===== config.mk =====
export PLATFORM = sky130hd
export DESIGN_NAME = lab2_proc_pipe_hazard_ctrl
export DESIGN_NICKNAME = d
export VERILOG_FILES = /design/src/rtl/lab2_proc_pipe_hazard_ctrl.sv
export SDC_FILE = /design/constraint.sdc
export NUM_CORES = 1
export LEC_CHECK = 0
export ABC_AREA = 1
export BUFFER_PORTS_ARGS = -buffer_cell sky130_fd_sc_hd__buf_2
export CAP_MARGIN = 10
export CORE_UTILIZATION = 41
export DETAILED_ROUTE_END_ITERATION = 7
export PLACE_DENSITY = 0.68
export SLEW_MARGIN = 25
export SYNTH_ARGS = -nofsm -noshare
export SYNTH_HDL_FRONTEND = slang
export SYNTH_SLANG_ARGS = --single-unit

===== constraint.sdc =====
create_clock -name clk -period 2.7 [get_ports clk]
set_input_delay 0 -clock clk [delete_from_list [all_inputs] [get_ports clk]]
set_output_delay 0 -clock clk [all_outputs]
set_load 0.05 [all_outputs]

===== src/rtl/lab2_proc_pipe_hazard_ctrl.sv =====
// rtl/lab2_proc_pipe_hazard_ctrl.sv - TinyRV2 5-stage pipeline stall/squash/bypass controller
// Holds per-stage valid and decode bits; the datapath holds all data values.

module lab2_proc_pipe_hazard_ctrl #(
    parameter bit p_bypass_en = 1'b1
) (
    input  logic        clk,
    input  logic        reset,
    input  logic        imemresp_val_F,
    input  logic [23:0] decode_D,
    input  logic        br_taken_X,
    input  logic        dmemreq_rdy,
    input  logic        dmemresp_val,
    input  logic        proc2mngr_rdy,
    input  logic        imul_req_rdy_D,
    input  logic        imul_resp_val_X,
    output logic        reg_en_F,
    output logic        reg_en_D,
    output logic        reg_en_X,
    output logic        reg_en_M,
    output logic        reg_en_W,
    output logic [1:0]  pc_sel_F,
    output logic [1:0]  op1_byp_sel_D,
    output logic [1:0]  op2_byp_sel_D,
    output logic        imul_req_val_D,
    output logic        imul_resp_rdy_X,
    output logic        dmemreq_val,
    output logic        rf_wen_W,
    output logic [4:0]  rf_waddr_W,
    output logic        commit_W
);

    logic       w_rs1_en_D, w_rs2_en_D, w_rf_wen_D;
    logic [4:0] w_rs1_D, w_rs2_D, w_rd_D;
    logic       w_is_mem_D, w_is_load_D, w_is_mul_D, w_is_mngr_D;
    logic [1:0] w_jump_D;

    assign {w_rs1_en_D, w_rs1_D, w_rs2_en_D, w_rs2_D, w_rf_wen_D, w_rd_D,
            w_is_mem_D, w_is_load_D, w_is_mul_D, w_is_mngr_D, w_jump_D} = decode_D;

    logic       r_val_D, r_val_X, r_val_M, r_val_W;
    logic       r_wen_X, r_wen_M, r_wen_W;
    logic [4:0] r_rd_X, r_rd_M, r_rd_W;
    logic       r_mem_X, r_mem_M, r_load_X, r_mul_X;
    logic       r_mngr_X, r_mngr_M, r_mngr_W;
    logic [1:0] r_jump_X;

    function automatic logic f_match(input logic i_val, input logic i_wen, input logic [4:0] i_rd,
                                     input logic i_rs_en, input logic [4:0] i_rs);
        return i_val & i_wen & (i_rd != 5'd0) & i_rs_en & (i_rd == i_rs);
    endfunction

    logic w_m1_X, w_m1_M, w_m1_W, w_m2_X, w_m2_M, w_m2_W;
    assign w_m1_X = f_match(r_val_X, r_wen_X, r_rd_X, w_rs1_en_D, w_rs1_D);
    assign w_m1_M = f_match(r_val_M, r_wen_M, r_rd_M, w_rs1_en_D, w_rs1_D);
    assign w_m1_W = f_match(r_val_W, r_wen_W, r_rd_W, w_rs1_en_D, w_rs1_D);
    assign w_m2_X = f_match(r_val_X, r_wen_X, r_rd_X, w_rs2_en_D, w_rs2_D);
    assign w_m2_M = f_match(r_val_M, r_wen_M, r_rd_M, w_rs2_en_D, w_rs2_D);
    assign w_m2_W = f_match(r_val_W, r_wen_W, r_rd_W, w_rs2_en_D, w_rs2_D);

    logic w_load_use, w_raw_stall;
    assign w_load_use  = r_load_X & (w_m1_X | w_m2_X);
    assign w_raw_stall = !p_bypass_en & (w_m1_X | w_m1_M | w_m1_W | w_m2_X | w_m2_M | w_m2_W);

    logic w_ostall_D, w_ostall_X, w_ostall_M, w_ostall_W;
    logic w_stall_D, w_stall_X, w_stall_M, w_stall_W;
    assign w_ostall_W = r_val_W & r_mngr_W & !proc2mngr_rdy;
    assign w_ostall_M = r_val_M & r_mem_M & !dmemresp_val;
    assign w_ostall_X = r_val_X & ((r_mul_X & !imul_resp_val_X) | (r_mem_X & !dmemreq_rdy));
    assign w_ostall_D = r_val_D & (w_load_use | (w_is_mul_D & !imul_req_rdy_D) | w_raw_stall);

    assign w_stall_W = w_ostall_W;
    assign w_stall_M = w_ostall_M | w_stall_W;
    assign w_stall_X = w_ostall_X | w_stall_M;
    assign w_stall_D = w_ostall_D | w_stall_X;

    logic w_squash_X, w_squash_D;
    assign w_squash_X = r_val_X & !w_stall_X &
                        (((r_jump_X == 2'd3) & br_taken_X) | (r_jump_X == 2'd2));
    assign w_squash_D = r_val_D & !w_stall_D & (w_jump_D == 2'd1) & !w_squash_X;

    assign reg_en_F = !w_stall_D | w_squash_X;
    assign reg_en_D = !w_stall_D | w_squash_X;
    assign reg_en_X = !w_stall_X;
    assign reg_en_M = !w_stall_M;
    assign reg_en_W = !w_stall_W;

    // A redirect from X is older than one from D, so it wins.
    assign pc_sel_F = w_squash_X ? ((r_jump_X == 2'd2) ? 2'd3 : 2'd1) :
                      w_squash_D ? 2'd2 : 2'd0;

    assign op1_byp_sel_D = !p_bypass_en ? 2'd0 :
                           w_m1_X ? 2'd3 : w_m1_M ? 2'd2 : w_m1_W ? 2'd1 : 2'd0;
    assign op2_byp_sel_D = !p_bypass_en ? 2'd0 :
                           w_m2_X ? 2'd3 : w_m2_M ? 2'd2 : w_m2_W ? 2'd1 : 2'd0;

    // Any D-side stall other than the multiplier's own ready blocks the request,
    // so a stalled mul never hands the multiplier a second copy of its operands.
    assign imul_req_val_D  = r_val_D & w_is_mul_D & !w_squash_X & !w_stall_X &
                             !w_load_use & !w_raw_stall;
    assign imul_resp_rdy_X = r_val_X & r_mul_X & !w_stall_M;
    assign dmemreq_val     = r_val_X & r_mem_X & !w_stall_M;
    assign rf_wen_W        = r_val_W & r_wen_W & !w_stall_W;
    assign rf_waddr_W      = r_rd_W;
    assign commit_W        = r_val_W & !w_stall_W;

    always_ff @(posedge clk or posedge reset) begin
        if (reset) begin
            r_val_D <= 1'b0;
            r_val_X <= 1'b0;
            r_val_M <= 1'b0;
            r_val_W <= 1'b0;
        end else begin
            if (reg_en_D) r_val_D <= imemresp_val_F & !w_squash_X & !w_squash_D;
            if (reg_en_X) r_val_X <= r_val_D & !w_stall_D & !w_squash_X;
            if (reg_en_M) r_val_M <= r_val_X & !w_stall_X;
            if (reg_en_W) r_val_W <= r_val_M & !w_stall_M;
        end
    end

    always_ff @(posedge clk) begin
        if (reg_en_X) begin
            r_wen_X  <= w_rf_wen_D;
            r_rd_X   <= w_rd_D;
            r_mem_X  <= w_is_mem_D;
            r_load_X <= w_is_load_D;
            r_mul_X  <= w_is_mul_D;
            r_mngr_X <= w_is_mngr_D;
            r_jump_X <= w_jump_D;
        end
        if (reg_en_M) begin
            r_wen_M  <= r_wen_X;
            r_rd_M   <= r_rd_X;
            r_mem_M  <= r_mem_X;
            r_mngr_M <= r_mngr_X;
        end
        if (reg_en_W) begin
            r_wen_W  <= r_wen_M;
            r_rd_W   <= r_rd_M;
            r_mngr_W <= r_mngr_M;
        end
    end

endmodule


; ---- Word-level counts from Yosys, hierarchy flattened
; Index checks and enable logic that the tools add are counted.
[totals]
in_bits = 33
elab_cells = 107
register_bits = 31
[op_classes]
bitwise_logic = 56
mux = 9
n_eq_ne = 9
n_reduce_logical = 15
[op_table]
columns = operator, count
row1 = $and 1x1->1, 48
row2 = $eq 5x5->1, 6
row3 = $reduce_bool 5->1, 3
row4 = $mux 2, 7
row5 = $logic_not 1->1, 12
row6 = $or 1x1->1, 8
row7 = $eq 2x2->1 const B, 2
row8 = $eq 2x1->1 const B, 1
row9 = $mux 1, 2

; ---- Longest topological paths before layout
; Gate-level depths: netlist of the first run.
[logic_depth]
word_depth = 15
ltp_mapped = 13
depth_no_buf = 13

; ---- Least setup slack after synthesis of the first run
; No wires, ideal clock.
[synth_path]
path_kind = reg2out
from = register r_val_W
to = output port pc_sel_F[1]
path_stages_with_launch = 8
path_buffers = 0
path_slack_ps = -75
arrival_ps = 2775
path_cell_list = dfrtp_1 > nand2_1 > nor2_2 > inv_2 > o21ai_4 > a21oi_4 > nand2_1 > o21ai_0
[synth_between]
elab_chain_cells = 11
elab_cells_between_ends = 15
[synth_lines]
columns = item, line_no
row1 = from (decl), 41  ; logic r_val_D, r_val_X, r_val_M, r_val_W;
row2 = from (signal assigned), 117  ; if (reg_en_W) r_val_W <= r_val_M & !w_stall_M;
row3 = $and 1x1->1 * (2 in series), 67  ; assign w_ostall_W = r_val_W & r_mngr_W & !proc2mngr_rdy;
row4 = $or 1x1->1 *, 73  ; assign w_stall_M = w_ostall_M | w_stall_W;
row5 = $or 1x1->1 *, 74  ; assign w_stall_X = w_ostall_X | w_stall_M;
row6 = $logic_not 1->1 *, -
row7 = named net reg_en_X, 19  ; output logic reg_en_X,
row8 = $and 1x1->1 * (2 in series), 78  ; assign w_squash_X = r_val_X & !w_stall_X &
row9 = $logic_not 1->1, 80  ; assign w_squash_D = r_val_D & !w_stall_D & (w_jump_D == 2'd1) & !w_squash_X;
row10 = $and 1x1->1, 80
row11 = $mux 2, 90  ; w_squash_D ? 2'd2 : 2'd0;
row12 = $mux 2 *, 89  ; assign pc_sel_F = w_squash_X ? ((r_jump_X == 2'd2) ? 2'd3 : 2'd1) :
row13 = to (decl), 22  ; output logic [1:0] pc_sel_F,
; The timed path passes the listed nets; every way through them passes the cells marked *.

; ---- Worst setup path in the final report of the first run
[layout_path]
from = register r_val_W
to = output port pc_sel_F[1]
[layout_between]
elab_chain_cells = 11
elab_cells_between_ends = 15
[layout_lines]
columns = item, line_no
row1 = $and 1x1->1 * (2 in series), 67
row2 = $or 1x1->1 *, 73
row3 = $or 1x1->1 *, 74
row4 = $or 1x1->1 or $logic_not 1->1 (tied branches), "75, 78"
row5 = $logic_not 1->1 or $and 1x1->1 (tied branches), "80, 78"
row6 = "$and 1x1->1, on equally long branches", "80, 78"
row7 = $and 1x1->1 or $logic_not 1->1 (tied branches), 80
row8 = $and 1x1->1, 80
row9 = $mux 2, 90
row10 = $mux 2 *, 89
; Every way passes the cells marked *; elsewhere a longest branch is shown, timed or not.

==> results of run 1 <==
critical path: stages, from the launching register on:
cell,delay (ns)
dfrtp_1,0.39
nand2_1,0.08
nor2_2,0.05
inv_2,0.16
o21ai_4,0.11
a21oi_4,0.35
nand3_2,0.20
nor2_2,0.13
nand2_2,0.06
o21ai_1,0.06
buf_2,0.27
per-stage QoR:
step                utilization  area [um2]  power (mW)  std cells
floorplan                     -        1743       1.713        193
global placement         0.5121        2063       1.962        295
detailed placement       0.5121        2063       1.965        295
CTS                      0.5646        2275       2.316        316
global route             0.5646        2275       2.441        316
finish                   0.5646        2275       2.300        316
cell type report:
type	instances	area (um2)	share of cell area
well taps	50	62.56	0.02750
repair buffers	67	402.9	0.1771
clock buffers	7	76.32	0.03355
multi-input cells	123	678.2	0.2981
flip-flops and latches	31	910.9	0.4004
inverters	37	138.9	0.06106
clock inverters	1	5.005	0.002200
timing repair:
item	4_1_cts	5_1_grt
setup buffers	0	0
endpoints found under the hold margin	16	0
hold buffers	13	0
endpoints found under the setup margin	0	0
power groups by stage:
| stage | registers [mW] | logic (mW) | clock network (mW) |
|---|---|---|---|
| after floorplan | 1.03 | 0.686 | 0 |
| after global placement | 0.949 | 1.01 | 0 |
| after detailed placement | 0.952 | 1.01 | 0 |
| after CTS | 0.942 | 1.03 | 0.343 |
| after global routing | 0.970 | 1.11 | 0.364 |
| final | 0.941 | 1.03 | 0.331 |
cell usage after synthesis:
cell,instances
a21boi_1,1
a31o_2,1
a221oi_1,1
o21ai_4,1
nor2_1,10
a21oi_1,5
xnor2_1,6
nand4_1,2
o22ai_1,5
nor3_1,7
buf_4,2
nand3_1,10
o2111ai_1,1
a21oi_4,1
nor2_2,2
xor2_1,6
nand3b_1,1
o21ai_0,11
clkinv_1,1
nor4_1,1
nand2_2,3
o31ai_1,1
dfrtp_1,4
a211oi_1,2
inv_1,34
or2_2,1
nand2_1,40
nand3_2,3
inv_2,2
and3_1,1
edfxtp_1,27
cell families (layout without fill, tap and decap cells):
| kind of cell | after synthesis | count (layout) | synth area share |
|---|---|---|---|
| AOI/OAI and AO/OA | 30 | 30 | 0.1149 |
| and+or+nand+nor | 81 | 81 | 0.2139 |
| buffers and inverters | 39 | 112 | 0.08829 |
| DFF | 31 | 31 | 0.5226 |
| xor gates and xnor gates | 12 | 12 | 0.06030 |
final timing paths:
path | cells after the start | startpoint | slack (ns) | end
setup / recovery | 10 | r_val_W$_DFFE_PP0N_ | 0.57 | pc_sel_F[1]
hold / removal | 5 | imemresp_val_F | 0.04 | r_val_D$_DFFE_PP0P_
setup reg to reg | 10 | r_val_W$_DFFE_PP0N_ | 0.94 | r_val_D$_DFFE_PP0P_
hold reg to reg | 0 | r_mngr_M$_DFFE_PP_ | 0.42 | r_mngr_W$_DFFE_PN_
max in group asynchronous | 3 | reset | 2.39 | r_val_M$_DFFE_PP0P_
min in group asynchronous | 3 | reset | 0.15 | r_val_X$_DFFE_PP0P_
registers in the layout, summed over array words and instances (netlist names), 2 cells and up:
signal,flops
r_rd_M,5
rf_waddr_W,5
r_rd_X,5
r_jump_X,2
routing by layer:
metal	GRT usage	part of all wire	wire length (um)	vias up
met5	0	0	0	-
met4	0.09574	0.023	87	0
li1	-	-	-	786
met1	0.2133	0.44	1643	658
met2	0.3050	0.47	1776	60
met3	0.04899	0.066	247	8
==> impl_metrics.tcl, run 1 <==
set metrics [dict create \
    worst_ep_required_time_ns 2.70 \
    synth-seq-area-share 0.5226 \
    intPower_mw 1.244 \
    cap_viol_max_count 0 \
    fin_ws_ns 0.5743 \
    p_clk_frac 0.144 \
    cts-root-buf "clkbuf_8" \
    min_period_over_period 0.7873 \
    tns_ns 0 \
    cts_tree "built" \
    hold_violations 0 \
    ctsResizeCount 0 \
    gp_congestion 0.9088 \
    worst_setup_path_end_kind "output pin" \
    startpoint_type "flop" \
    syn-instance-count 193 \
    cts.sinks 31 \
    switching_share 0.4589 \
    p_leak_nw 1.097 \
    grtUsageTotal 0.1825 \
    whs_ns 0.03819 \
    power.density_nw_per_um2 1011 \
    maxSlewHeadroom 0.7338 \
    min_path_type "in2reg" \
    io_buffers 53 \
    num_io_pins 54 \
    ys_ff_latch 31 \
    fmax_mhz 470.4 \
    initial_core_util 0.4326 \
    hpwl_um 2878 \
    skew_ns 0.003936 \
    grt_pass1_vias 1324 \
    nets 298 \
    wl_per_cell_um 11.88 \
    yosys_warnings 0 \
    via_count 1512 \
    pre_cts_ws_ns 0.8625 \
    die_height_um 67.20 \
    rsz0062_at_grt "no" \
    drive_gt1_frac 0.2782 \
    status "complete, no violations" \
    netlist_top_cells_area "edfxtp_1, nand2_1, inv_1" \
    netlist_area_um2 1743 \
    p_comb_frac 0.447 \
    syn-num-nets 226 \
    ant_nets 0 \
    synth_top_area_share 0.4652 \
    ctsLongestPathBuffers 2 \
    vias_per_cell 4.785 \
    cts_made_buffers 5 \
    layout_commonest_cell "buf_2" \
    coreArea_um2 4029 \
    power_switching_mw 1.055 \
    antenna_found_initial 0 \
    clk_pin_slew_ns 0.06 \
    power_frac_seq 0.409 \
    die-area_um2 4516 \
    clk_latency_ns 0.27 \
    grt_max_degree 13 \
    fill_cells 362 \
    cts_max_level 2 \
    area_delta_synth_final_pct 30.51 \
    drtPass1Iterations 4 \
    tightest_slew_ns 0.3984 \
    final_cell_mix "buf_2, nand2_1, inv_1" \
    path_max_fanout 12 \
    drt_iter0_markers 104 \
    worstPathArrival_ns 2.13 \
    syn_avg_cell_area_um2 9.031 \
    critical_path_class "reg2out" \
    fin_crit_ns 2.126 \
    vdd_drop_max_uv 702.6 \
    post-route-drc-count 0 \
    gr-total-overflow 0 \
    grt_pass1_wl_um 5775 \
    ys_types 31 \
    die_w_um 67.20 \
    routed_wl_um 3754 \
    setup_violations 0 \
    diodes 0 \
    synth_top_area_cell "edfxtp_1" \
    placementRows 23 \
    report.final.slew_viol_count 0 \
]
Note: power is estimated with default switching activity, not from simulation.
==> run 2: changes to the inputs <==
--- a/config.mk
+++ b/config.mk
@@ -5,12 +5,12 @@
 export SDC_FILE = /design/constraint.sdc
 export NUM_CORES = 1
 export LEC_CHECK = 0
-export ABC_AREA = 1
+export ABC_AREA = 0
 export BUFFER_PORTS_ARGS = -buffer_cell sky130_fd_sc_hd__buf_2
 export CAP_MARGIN = 10
 export CORE_UTILIZATION = 41
 export DETAILED_ROUTE_END_ITERATION = 7
-export PLACE_DENSITY = 0.68
+export PLACE_DENSITY = 0.69
 export SLEW_MARGIN = 25
 export SYNTH_ARGS = -nofsm -noshare
 export SYNTH_HDL_FRONTEND = slang
==> constraint.sdc (replaced) <==
create_clock -name clk -period 2.05 [get_ports clk]
set_input_delay 0 -clock clk [delete_from_list [all_inputs] [get_ports clk]]
set_output_delay 0 -clock clk [all_outputs]
set_load 0.05 [all_outputs]
==> impl_metrics.tcl, run 2 <==
set metrics [dict create \
    status "complete, no violations" \
    ant_nets 0 \
    yosysMostFrequentCell "edfxtp_1" \
    ctsLongestPathBuffers 2 \
    synthFlopType "edfxtp_1" \
    max_stage_delay_ns 0.55 \
    grtUsageTotal 0.1904 \
    synth_top_area_share 0.4894 \
    diodes 0 \
    cap_viol_max_count 0 \
    cts_made_buffers 5 \
    routed_wl_um 3929 \
    die_w_um 65.57 \
    drtPass1Iterations 5 \
    syn-instance-count 139 \
    vdd_drop_max_uv 851.7 \
    min_path_type "in2reg" \
    worst_ep_required_time_ns 2.05 \
    ys_ff_latch 31 \
    tightest_slew_ns 0.3986 \
    worst_setup_path_end_kind "output pin" \
    placementRows 22 \
    worstPathArrival_ns 2.04 \
    fin_ws_ns 0.007922 \
    via_count 1375 \
    pre_cts_ws_ns 0.1995 \
    dpl_cell_area_um2 2064 \
    syn-num-nets 172 \
    clk_latency_ns 0.28 \
    vias_per_cell 5.037 \
    io_buffers 53 \
    path_cells "or4_4 -> o211ai_4 -> nor3_1 -> o31ai_4 -> buf_6" \
    gr-total-overflow 0 \
    grt_pass1_vias 1308 \
    cts.sinks 31 \
    critical_path_class "reg2out" \
    fmax_mhz 489.7 \
    p_leak_nw 1.002 \
    maxSlewHeadroom 0.7343 \
    async_reset_ff_frac 0.1290 \
    drive_gt1_frac 0.4089 \
    netlist_area_um2 1657 \
    nets 257 \
    post-route-drc-count 0 \
    yosys_warnings 0 \
    rsz0062_at_grt "yes" \
    antenna_found_initial 0 \
    coreArea_um2 3771 \
    path_max_fanout 4 \
    final_cell_mix "buf_2, edfxtp_1, xnor2_1" \
    die-area_um2 4299 \
    ys_types 35 \
    skew_ns 0.007774 \
    wl_per_cell_um 14.39 \
    cts-root-buf "clkbuf_8" \
    cts_max_level 2 \
    power_frac_seq 0.373 \
    multiInputGateArea_um2 774.5 \
    switching_share 0.4394 \
    intPower_mw 1.916 \
    min_period_over_period 0.9961 \
    area_delta_synth_final_pct 45.69 \
    grt_max_degree 12 \
    power_switching_mw 1.501 \
    synth-seq-area-share 0.5498 \
    netlist_top_cells_area "edfxtp_1, xnor2_1, dfrtp_1" \
    fin_area_um2 2414 \
    p_clk_frac 0.142 \
    gp_congestion 0.8812 \
    clk_pin_slew_ns 0.06 \
    num_io_pins 54 \
    report.final.slew_viol_count 0 \
    die_height_um 65.57 \
    layout_commonest_cell "buf_2" \
    synth_edf_count 27 \
    placed_cells 243 \
    whs_ns 0.02537 \
    setup_violations 0 \
    fill_cells 279 \
    grt_pass1_wl_um 5927 \
    synth_top_area_cell "edfxtp_1" \
    drt_iter0_markers 68 \
    hpwl_um 2901 \
    critPathBufInv 1 \
    startpoint_type "flop" \
    fin_crit_ns 2.042 \
    synth.top_cells.by_count "edfxtp_1, xnor2_1, inv_1, xor2_1, nand2_1" \
    cts_tree "built" \
    stdcell_count 273 \
    syn_avg_cell_area_um2 11.92 \
    power.density_nw_per_um2 1416 \
    path_delay_family "simple AND/OR/NAND/NOR gates" \
    area.sequential_um2 910.9 \
    critical-path-slowest-cell "or4_4" \
    power_mw 3.417 \
    initial_core_util 0.4393 \
    p_comb_frac 0.485 \
    hold_violations 0 \
]
-- run 2: cell count changes after synthesis, sizes merged, moves of 4 or more --
cell / previous run / this run
a21oi: 6 / 1
inv: 36 / 12
nand2: 43 / 7
nand3: 13 / 4
nor2: 12 / 4
nor3: 7 / 3
o21ai: 12 / 6
xnor2: 6 / 22
-- run 2: worst paths after layout --
check                                       to  depth (start not counted)                 from  slack [ns]
min reg2reg                 r_mngr_W$_DFFE_PN_                          0   r_mngr_M$_DFFE_PP_        0.42
min                        r_val_W$_DFFE_PP0N_                          3         dmemresp_val        0.03
max in group asynchronous  r_val_X$_DFFE_PP0P_                          3                reset        1.73
max reg2reg                r_val_X$_DFFE_PP0P_                          6  r_rd_X[0]$_DFFE_PP_        0.24
max                           op2_byp_sel_D[0]                          5  r_rd_M[2]$_DFFE_PP_       0.008
min in group asynchronous  r_val_D$_DFFE_PP0P_                          3                reset        0.14
-- run 2: cell type report --
class / instances / area share
clock inverter: 1 / 0.001555
sequential: 31 / 0.3774
inverter: 12 / 0.02022
tap: 48 / 0.02488
multi-input combinational: 94 / 0.3209
timing repair buffer: 80 / 0.2193
clock buffer: 7 / 0.03577
-- run 2: cell families after synthesis --
kind of cell	after synthesis	share of synthesized area
simple gates	39	0.1322
xor+xnor	30	0.1586
buf+inv	14	0.03625
flops	31	0.5499
compound gates	25	0.1231
-- run 2: what timing repair did --
action,in CTS,in global routing
setup endpoints to repair,8,8
pin swaps,0,6
endpoints found under the hold margin,16,0
resized for setup,8,11
hold buffers,13,0
buffers inserted,3,6
-- run 2: per-stage QoR --
step / utilization / setup TNS [ns]
2_1_floorplan: - / -10.16
3_3_place_gp: 0.5474 / 0
3_5_place_dp: 0.5474 / 0
4_1_cts: 0.6188 / -0.1473
5_1_grt: 0.6400 / -0.07687
6_report: 0.6400 / 0
-- run 2: layer usage --
metal | global-route usage | vias up | part of all wire
met2 | 0.3273 | 44 | 0.50
met5 | 0 | - | 0
met1 | 0.2241 | 644 | 0.44
met3 | 0.04167 | 7 | 0.038
li1 | - | 680 | -
met4 | 0.08967 | 0 | 0.020
-- run 2: power by group through the flow --
stage / registers, mW / logic (mW) / clock network, mW
CTS: 1.26 / 1.55 / 0.496
global placement: 1.27 / 1.43 / 0
finish: 1.27 / 1.66 / 0.486
floorplan: 1.41 / 0.991 / 0
detailed placement: 1.29 / 1.46 / 0
global route: 1.30 / 1.75 / 0.521
-- run 2: tightest hold or removal path: stages --
cell and delay [ns]:
buf_2 0.08, nor2b_1 0.04, o21ai_0 0.15
